**config.mk**
```make
export PLATFORM = sky130hd
export DESIGN_NAME = adc_frame_emitter
export DESIGN_NICKNAME = d
export VERILOG_FILES = /design/src/rtl/esc_adc_pkg.sv /design/src/rtl/adc_shift_tx.sv /design/src/rtl/adc_frame_emitter.sv
export SDC_FILE = /design/constraint.sdc
export NUM_CORES = 1
export LEC_CHECK = 0
export CORE_AREA = 2 2 92 116
export CTS_BUF_LIST = sky130_fd_sc_hd__clkbuf_8
export CTS_CLUSTER_DIAMETER = 30
export DETAILED_ROUTE_END_ITERATION = 8
export DIE_AREA = 0 0 94 118
export DONT_BUFFER_PORTS = 1
export SYNTH_ARGS = -nofsm -noshare
export SYNTH_HDL_FRONTEND = slang
export SYNTH_SLANG_ARGS = --single-unit
```
**constraint.sdc**
```tcl
create_clock -name dclk -period 2.34 [get_ports dclk]
set_input_delay 0.468 -clock dclk [delete_from_list [all_inputs] [get_ports dclk]]
set_output_delay 0.468 -clock dclk [all_outputs]
set_load 0.005 [all_outputs]
```
**src/rtl/esc_adc_pkg.sv**
```systemverilog
// Constants and state encoding shared by the ADC emulator, frame receiver and timing hub.
package esc_adc_pkg;

  localparam int unsigned SAMPLE_W       = 24;
  localparam int unsigned READ_DCLKS_DEF = 24;
  localparam int unsigned TS_DCLKS_DEF   = 128;

  typedef enum logic [1:0] {
    ST_IDLE   = 2'd0,
    ST_SETTLE = 2'd1,
    ST_RUN    = 2'd2
  } adc_state_t;

endpackage

```
**src/rtl/adc_shift_tx.sv**
```systemverilog
// Loadable MSB-first serialiser: after a load, emits NBITS bits on successive dclk edges.
module adc_shift_tx
  import esc_adc_pkg::*;
#(
  parameter int unsigned NBITS = READ_DCLKS_DEF
) (
  input  logic                dclk,
  input  logic                rst_dclk,
  input  logic                clear,
  input  logic                load,
  input  logic [SAMPLE_W-1:0] word,
  output logic                dout,
  output logic                active
);

  localparam int unsigned CNT_W = $clog2(NBITS + 1);

  logic [SAMPLE_W-1:0] sreg;
  logic [CNT_W-1:0]    bits_left;

  always_ff @(posedge dclk or posedge rst_dclk) begin
    if (rst_dclk) begin
      sreg      <= '0;
      bits_left <= '0;
      dout      <= 1'b0;
      active    <= 1'b0;
    end else if (clear) begin
      sreg      <= '0;
      bits_left <= '0;
      dout      <= 1'b0;
      active    <= 1'b0;
    end else if (load) begin
      // Left-justify so bit NBITS-1 of the word is always the first one out.
      sreg      <= word << (SAMPLE_W - NBITS);
      bits_left <= CNT_W'(NBITS);
      dout      <= 1'b0;
      active    <= 1'b0;
    end else if (bits_left != '0) begin
      dout      <= sreg[SAMPLE_W-1];
      sreg      <= {sreg[SAMPLE_W-2:0], 1'b0};
      bits_left <= bits_left - CNT_W'(1);
      active    <= 1'b1;
    end else begin
      dout      <= 1'b0;
      active    <= 1'b0;
    end
  end

endmodule

```
**src/rtl/adc_frame_emitter.sv**
```systemverilog
// ADC serial-interface emulator: one DRDY strobe plus MSB-first data frame per sampling period,
// with sync/settle behaviour and single-frame skip injection.
module adc_frame_emitter
  import esc_adc_pkg::*;
#(
  parameter int unsigned TS_DCLKS      = TS_DCLKS_DEF,
  parameter int unsigned READ_DCLKS    = READ_DCLKS_DEF,
  parameter int unsigned SETTLE_FRAMES = 7,
  parameter int unsigned DRDY_WIDTH    = 1
) (
  input  logic                dclk,
  input  logic                rst_dclk,
  input  logic                en,
  input  logic                sync_req,
  input  logic [SAMPLE_W-1:0] sample_data,
  input  logic                sample_valid,
  output logic                sample_ready,
  input  logic                skip_next,
  output logic                drdy,
  output logic                dout,
  output logic                frame_active,
  output logic [2:0]          frame_cnt,
  output logic                underrun,
  output logic [1:0]          state
);

  localparam int unsigned PER_W = $clog2(TS_DCLKS);
  localparam int unsigned SET_W = $clog2(SETTLE_FRAMES + 1);

  adc_state_t          st;
  logic [PER_W-1:0]    per_ctr;
  logic [SET_W-1:0]    settle_ctr;
  logic                skip_q;
  logic                frame_live;
  logic [SAMPLE_W-1:0] last_word;

  logic                per_wrap;
  logic                sync_hit;
  logic                tx_clear;
  logic                tx_load;
  logic [SAMPLE_W-1:0] tx_word;

  always_comb begin
    per_wrap = (per_ctr == PER_W'(TS_DCLKS - 1));
    sync_hit = sync_req && (st != ST_IDLE);
    tx_clear = !en || sync_hit;
    tx_load  = (st == ST_RUN) && (per_ctr == '0) && !skip_q;
    tx_word  = sample_valid ? sample_data : last_word;
  end

  assign state = st;

  always_ff @(posedge dclk or posedge rst_dclk) begin
    if (rst_dclk) begin
      st           <= ST_IDLE;
      per_ctr      <= '0;
      settle_ctr   <= '0;
      skip_q       <= 1'b0;
      frame_live   <= 1'b0;
      last_word    <= '0;
      drdy         <= 1'b0;
      sample_ready <= 1'b0;
      frame_cnt    <= '0;
      underrun     <= 1'b0;
    end else if (!en) begin
      st           <= ST_IDLE;
      per_ctr      <= '0;
      settle_ctr   <= '0;
      skip_q       <= 1'b0;
      frame_live   <= 1'b0;
      last_word    <= '0;
      drdy         <= 1'b0;
      sample_ready <= 1'b0;
      frame_cnt    <= '0;
    end else if (sync_hit) begin
      st           <= ST_SETTLE;
      per_ctr      <= '0;
      settle_ctr   <= '0;
      skip_q       <= 1'b0;
      frame_live   <= 1'b0;
      drdy         <= 1'b0;
      sample_ready <= 1'b0;
    end else begin
      drdy         <= 1'b0;
      sample_ready <= 1'b0;
      unique case (st)
        ST_IDLE: begin
          st         <= ST_SETTLE;
          per_ctr    <= '0;
          settle_ctr <= '0;
        end
        ST_SETTLE: begin
          per_ctr <= per_wrap ? '0 : per_ctr + PER_W'(1);
          if (skip_next) skip_q <= 1'b1;
          if (per_wrap) begin
            settle_ctr <= settle_ctr + SET_W'(1);
            if (32'(settle_ctr) + 32'd1 >= SETTLE_FRAMES) st <= ST_RUN;
          end
        end
        ST_RUN: begin
          per_ctr <= per_wrap ? '0 : per_ctr + PER_W'(1);
          if (per_ctr == '0) begin
            // A skip pulse coinciding with frame start re-arms the latch for the next period.
            skip_q     <= skip_next;
            frame_live <= !skip_q;
            if (!skip_q) begin
              drdy <= 1'b1;
              if (sample_valid) begin
                sample_ready <= 1'b1;
                last_word    <= sample_data;
              end else begin
                underrun <= 1'b1;
              end
            end
          end else begin
            if (skip_next) skip_q <= 1'b1;
            if (frame_live && (32'(per_ctr) < DRDY_WIDTH)) drdy <= 1'b1;
            if (frame_live && (per_ctr == PER_W'(READ_DCLKS))) begin
              frame_cnt  <= frame_cnt + 3'd1;
              frame_live <= 1'b0;
            end
          end
        end
        default: st <= ST_IDLE;
      endcase
    end
  end

  adc_shift_tx #(
    .NBITS(READ_DCLKS)
  ) u_shift_tx (
    .dclk    (dclk),
    .rst_dclk(rst_dclk),
    .clear   (tx_clear),
    .load    (tx_load),
    .word    (tx_word),
    .dout    (dout),
    .active  (frame_active)
  );

endmodule

```
==> impl_metrics.json <==
{
  "rsz0062_at_grt": "no",
  "hpwl_um": 5460,
  "fmax_ghz": 0.490,
  "synth_area_leaders": "dfrtp_1, mux2i_1, a211oi_1",
  "grt_pass1_wl_um": 13600,
  "postCtsSetupRepairBufs": 0,
  "setup.worst_path.end_class": "flip-flop",
  "finalCritPeriodShare": 0.872,
  "ff2ff_setup_slack_ns": 0.30,
  "cts_sinks": 75,
  "drtIter0Drc": 144,
  "place_inst": 484,
  "grt_max_degree": 36,
  "synthArstFlopShare": 1.00,
  "crit_start": "state[1]",
  "tightestPinTransition_ns": 0.715,
  "ys_seq_area_frac": 0.479,
  "syn-cell-area_um2": 3920,
  "fin_tns_setup_ns": 0,
  "cp_max_fo": 5,
  "final_nets": 406,
  "cts-root-buf": "clkbuf_8",
  "die_y_um": 118,
  "hold_violations": 0,
  "fin_area_um2": 4240,
  "vdd_drop_max_uv": 491,
  "postSynthCellCount": 367,
  "pin_count": 40,
  "wire_per_inst_um": 16.1,
  "drive_gt1_frac": 0.0997,
  "worst-endpoint-arrival_ns": 2.27,
  "area_delta_synth_final_pct": 8.21,
  "critPathKind": "flip-flop to flip-flop",
  "hold_path.class": "primary input to async pin",
  "cts_tree": "done",
  "synth_top_area_cell": "dfrtp_1",
  "required_ns": 2.57,
  "drv_cap": 0,
  "timing.critical_path.to": "per_ctr[5]",
  "grt.total_usage": 0.156,
  "grt_pass1_vias": 2720,
  "die-area_um2": 11100,
  "final_common_cell": "dfrtp_1",
  "cts_hold_buffers": 0,
  "grt_antenna_before_repair": 0,
  "cts_max_level": 3,
  "cts_buffers": 9,
  "cts_max_path_buffers": 2,
  "via_per_inst": 5.24,
  "antenna_cells": 0,
  "synth_area_per_cell_um2": 10.7,
  "die_x_um": 94,
  "synth_cell_types": 49,
  "p_leak_nw": 1.92,
  "critPathLaunchType": "flip-flop",
  "ys_ff_latch": 75,
  "path_clk_slew_ns": 0.08,
  "clk_latency_ns": 0.35,
  "syn_nets": 407,
  "relSlewSlack": 0.522,
  "r2r-start": "state[1]",
  "rr_worst_depth": 7,
  "drv_slew": 0,
  "yosysTopAreaCellShare": 0.479,
  "setup_viol": 0,
  "final_cells": 500,
  "start_util": 0.392,
  "vias": 2620,
  "min_period_ns": 2.04,
  "timing.rr.end": "per_ctr[5]",
  "rows": 41,
  "outcome": "finished, final reports clean",
  "globalRoute.totalOverflow": 0,
  "synth_flop_cell": "dfrtp_1",
  "wl_um": 8050,
  "postRouteAntennaNets": 0,
  "drc_errors": 0,
  "gp_congestion": 0.803,
  "powerDensity_nw_per_um2": 930,
  "placed_area_um2": 4020,
  "io_buffers": 0,
  "synth_edf_count": 0,
  "yosysWarnings": 0,
  "first_pass_iters": 4,
  "final_cell_mix": "dfrtp_1, mux2i_1, nand2_1",
  "skew_ns": 0.0131,
  "core_um2": 10000
}
power by group:
part | total (mW) | internal, mW | switching, mW
logic | 1.26 | 0.534 | 0.728
registers | 1.58 | 1.47 | 0.114
clock network | 1.10 | 0.598 | 0.502
metal layers:
metal / routed length (um) / share of wire / vias to the layer above / GRT usage
met4: 185 / 0.023 / 0 / 0.0670
met2: 3860 / 0.48 / 53 / 0.249
met5: 0 / 0 / - / 0
li1: - / - / 1288 / -
met1: 3710 / 0.46 / 1267 / 0.202
met3: 304 / 0.038 / 12 / 0.0320
cell usage after synthesis, types with 2 or more instances:
cell,count
nand2_1,34
a21oi_1,4
buf_2,6
buf_6,7
o21ai_0,9
or2_2,2
mux2i_1,51
clkbuf_1,5
dfrtp_1,75
nor2b_1,8
nor3_1,4
nor2_1,19
and2_1,26
o21ai_1,17
xor2_1,6
nand3_1,5
ha_1,10
nand4_1,5
a211oi_1,25
inv_1,10
buf_4,3
xnor2_1,4
and3_1,6
state kept, by name (all words and copies together), names as in the netlist:
register and flops:
frame_cnt 3, u_shift_tx.sreg 24, frame_live 1, drdy 1, sample_ready 1, per_ctr 7
state 2, skip_q 1, u_shift_tx.bits_left 5, settle_ctr 3, last_word 24, underrun 1
u_shift_tx.active 1, u_shift_tx.dout 1
final cells by class:
cell class | count | area (um2)
well taps | 129 | 161
inverters | 10 | 41.3
flip-flops and latches | 75 | 1880
fillers | 984 | 5760
repair buffers | 10 | 87.6
clock inverters | 7 | 92.6
multi-input cells | 260 | 1860
clock buffers | 9 | 124
stage by stage:
| step | worst slack [ns] | utilization | hold slack (ns) | total power, mW |
|---|---|---|---|---|
| final | 0.298 | 0.424 | 0.00711 | 3.94 |
| after global routing | 0.105 | 0.424 | 0.0267 | 4.20 |
| after CTS | 0.115 | 0.423 | 0.00238 | 3.98 |
| after detailed placement | 0.140 | 0.401 | 0.388 | 2.87 |
| after global placement | 0.188 | 0.401 | 0.388 | 2.85 |
| after floorplan | 0.464 | - | 0.448 | 2.68 |
worst min-delay path by stage:
stage	from	to	depth (start not counted)
2_1_floorplan	last_word[18]	last_word[18]	2
3_3_place_gp	rst_dclk	underrun	1
3_5_place_dp	rst_dclk	underrun	1
4_1_cts	rst_dclk	last_word[3]	1
5_1_grt	rst_dclk	last_word[3]	1
6_report	rst_dclk	last_word[2]	1
worst max-delay path, cell delays in order, from the launching register on:
cell and delay (ns):
dfrtp_1 0.42, inv_1 0.10, ha_1 0.31, or4b_1 0.64, nand4_1 0.19, nor2_1 0.07
xnor2_1 0.14, nor2_1 0.05
kinds of logic (layout without fill, tap and decap cells):
family                     Yosys count  after routing  synth area share
buffers and inverters               32             36            0.0492
AOI/OAI and AO/OA                   66             66             0.116
adders and majority gates           10             10            0.0319
and+or+nand+nor                    122            122             0.168
DFF                                 75             75             0.479
muxes                               52             52             0.133
xor gates and xnor gates            10             10            0.0224
what timing repair did:
item | 4_1_cts | 5_1_grt
setup endpoints to repair | 0 | 21
endpoints found under the hold margin | 0 | 0
resized for setup | 0 | 1
Note: power is estimated with default switching activity, not from simulation.
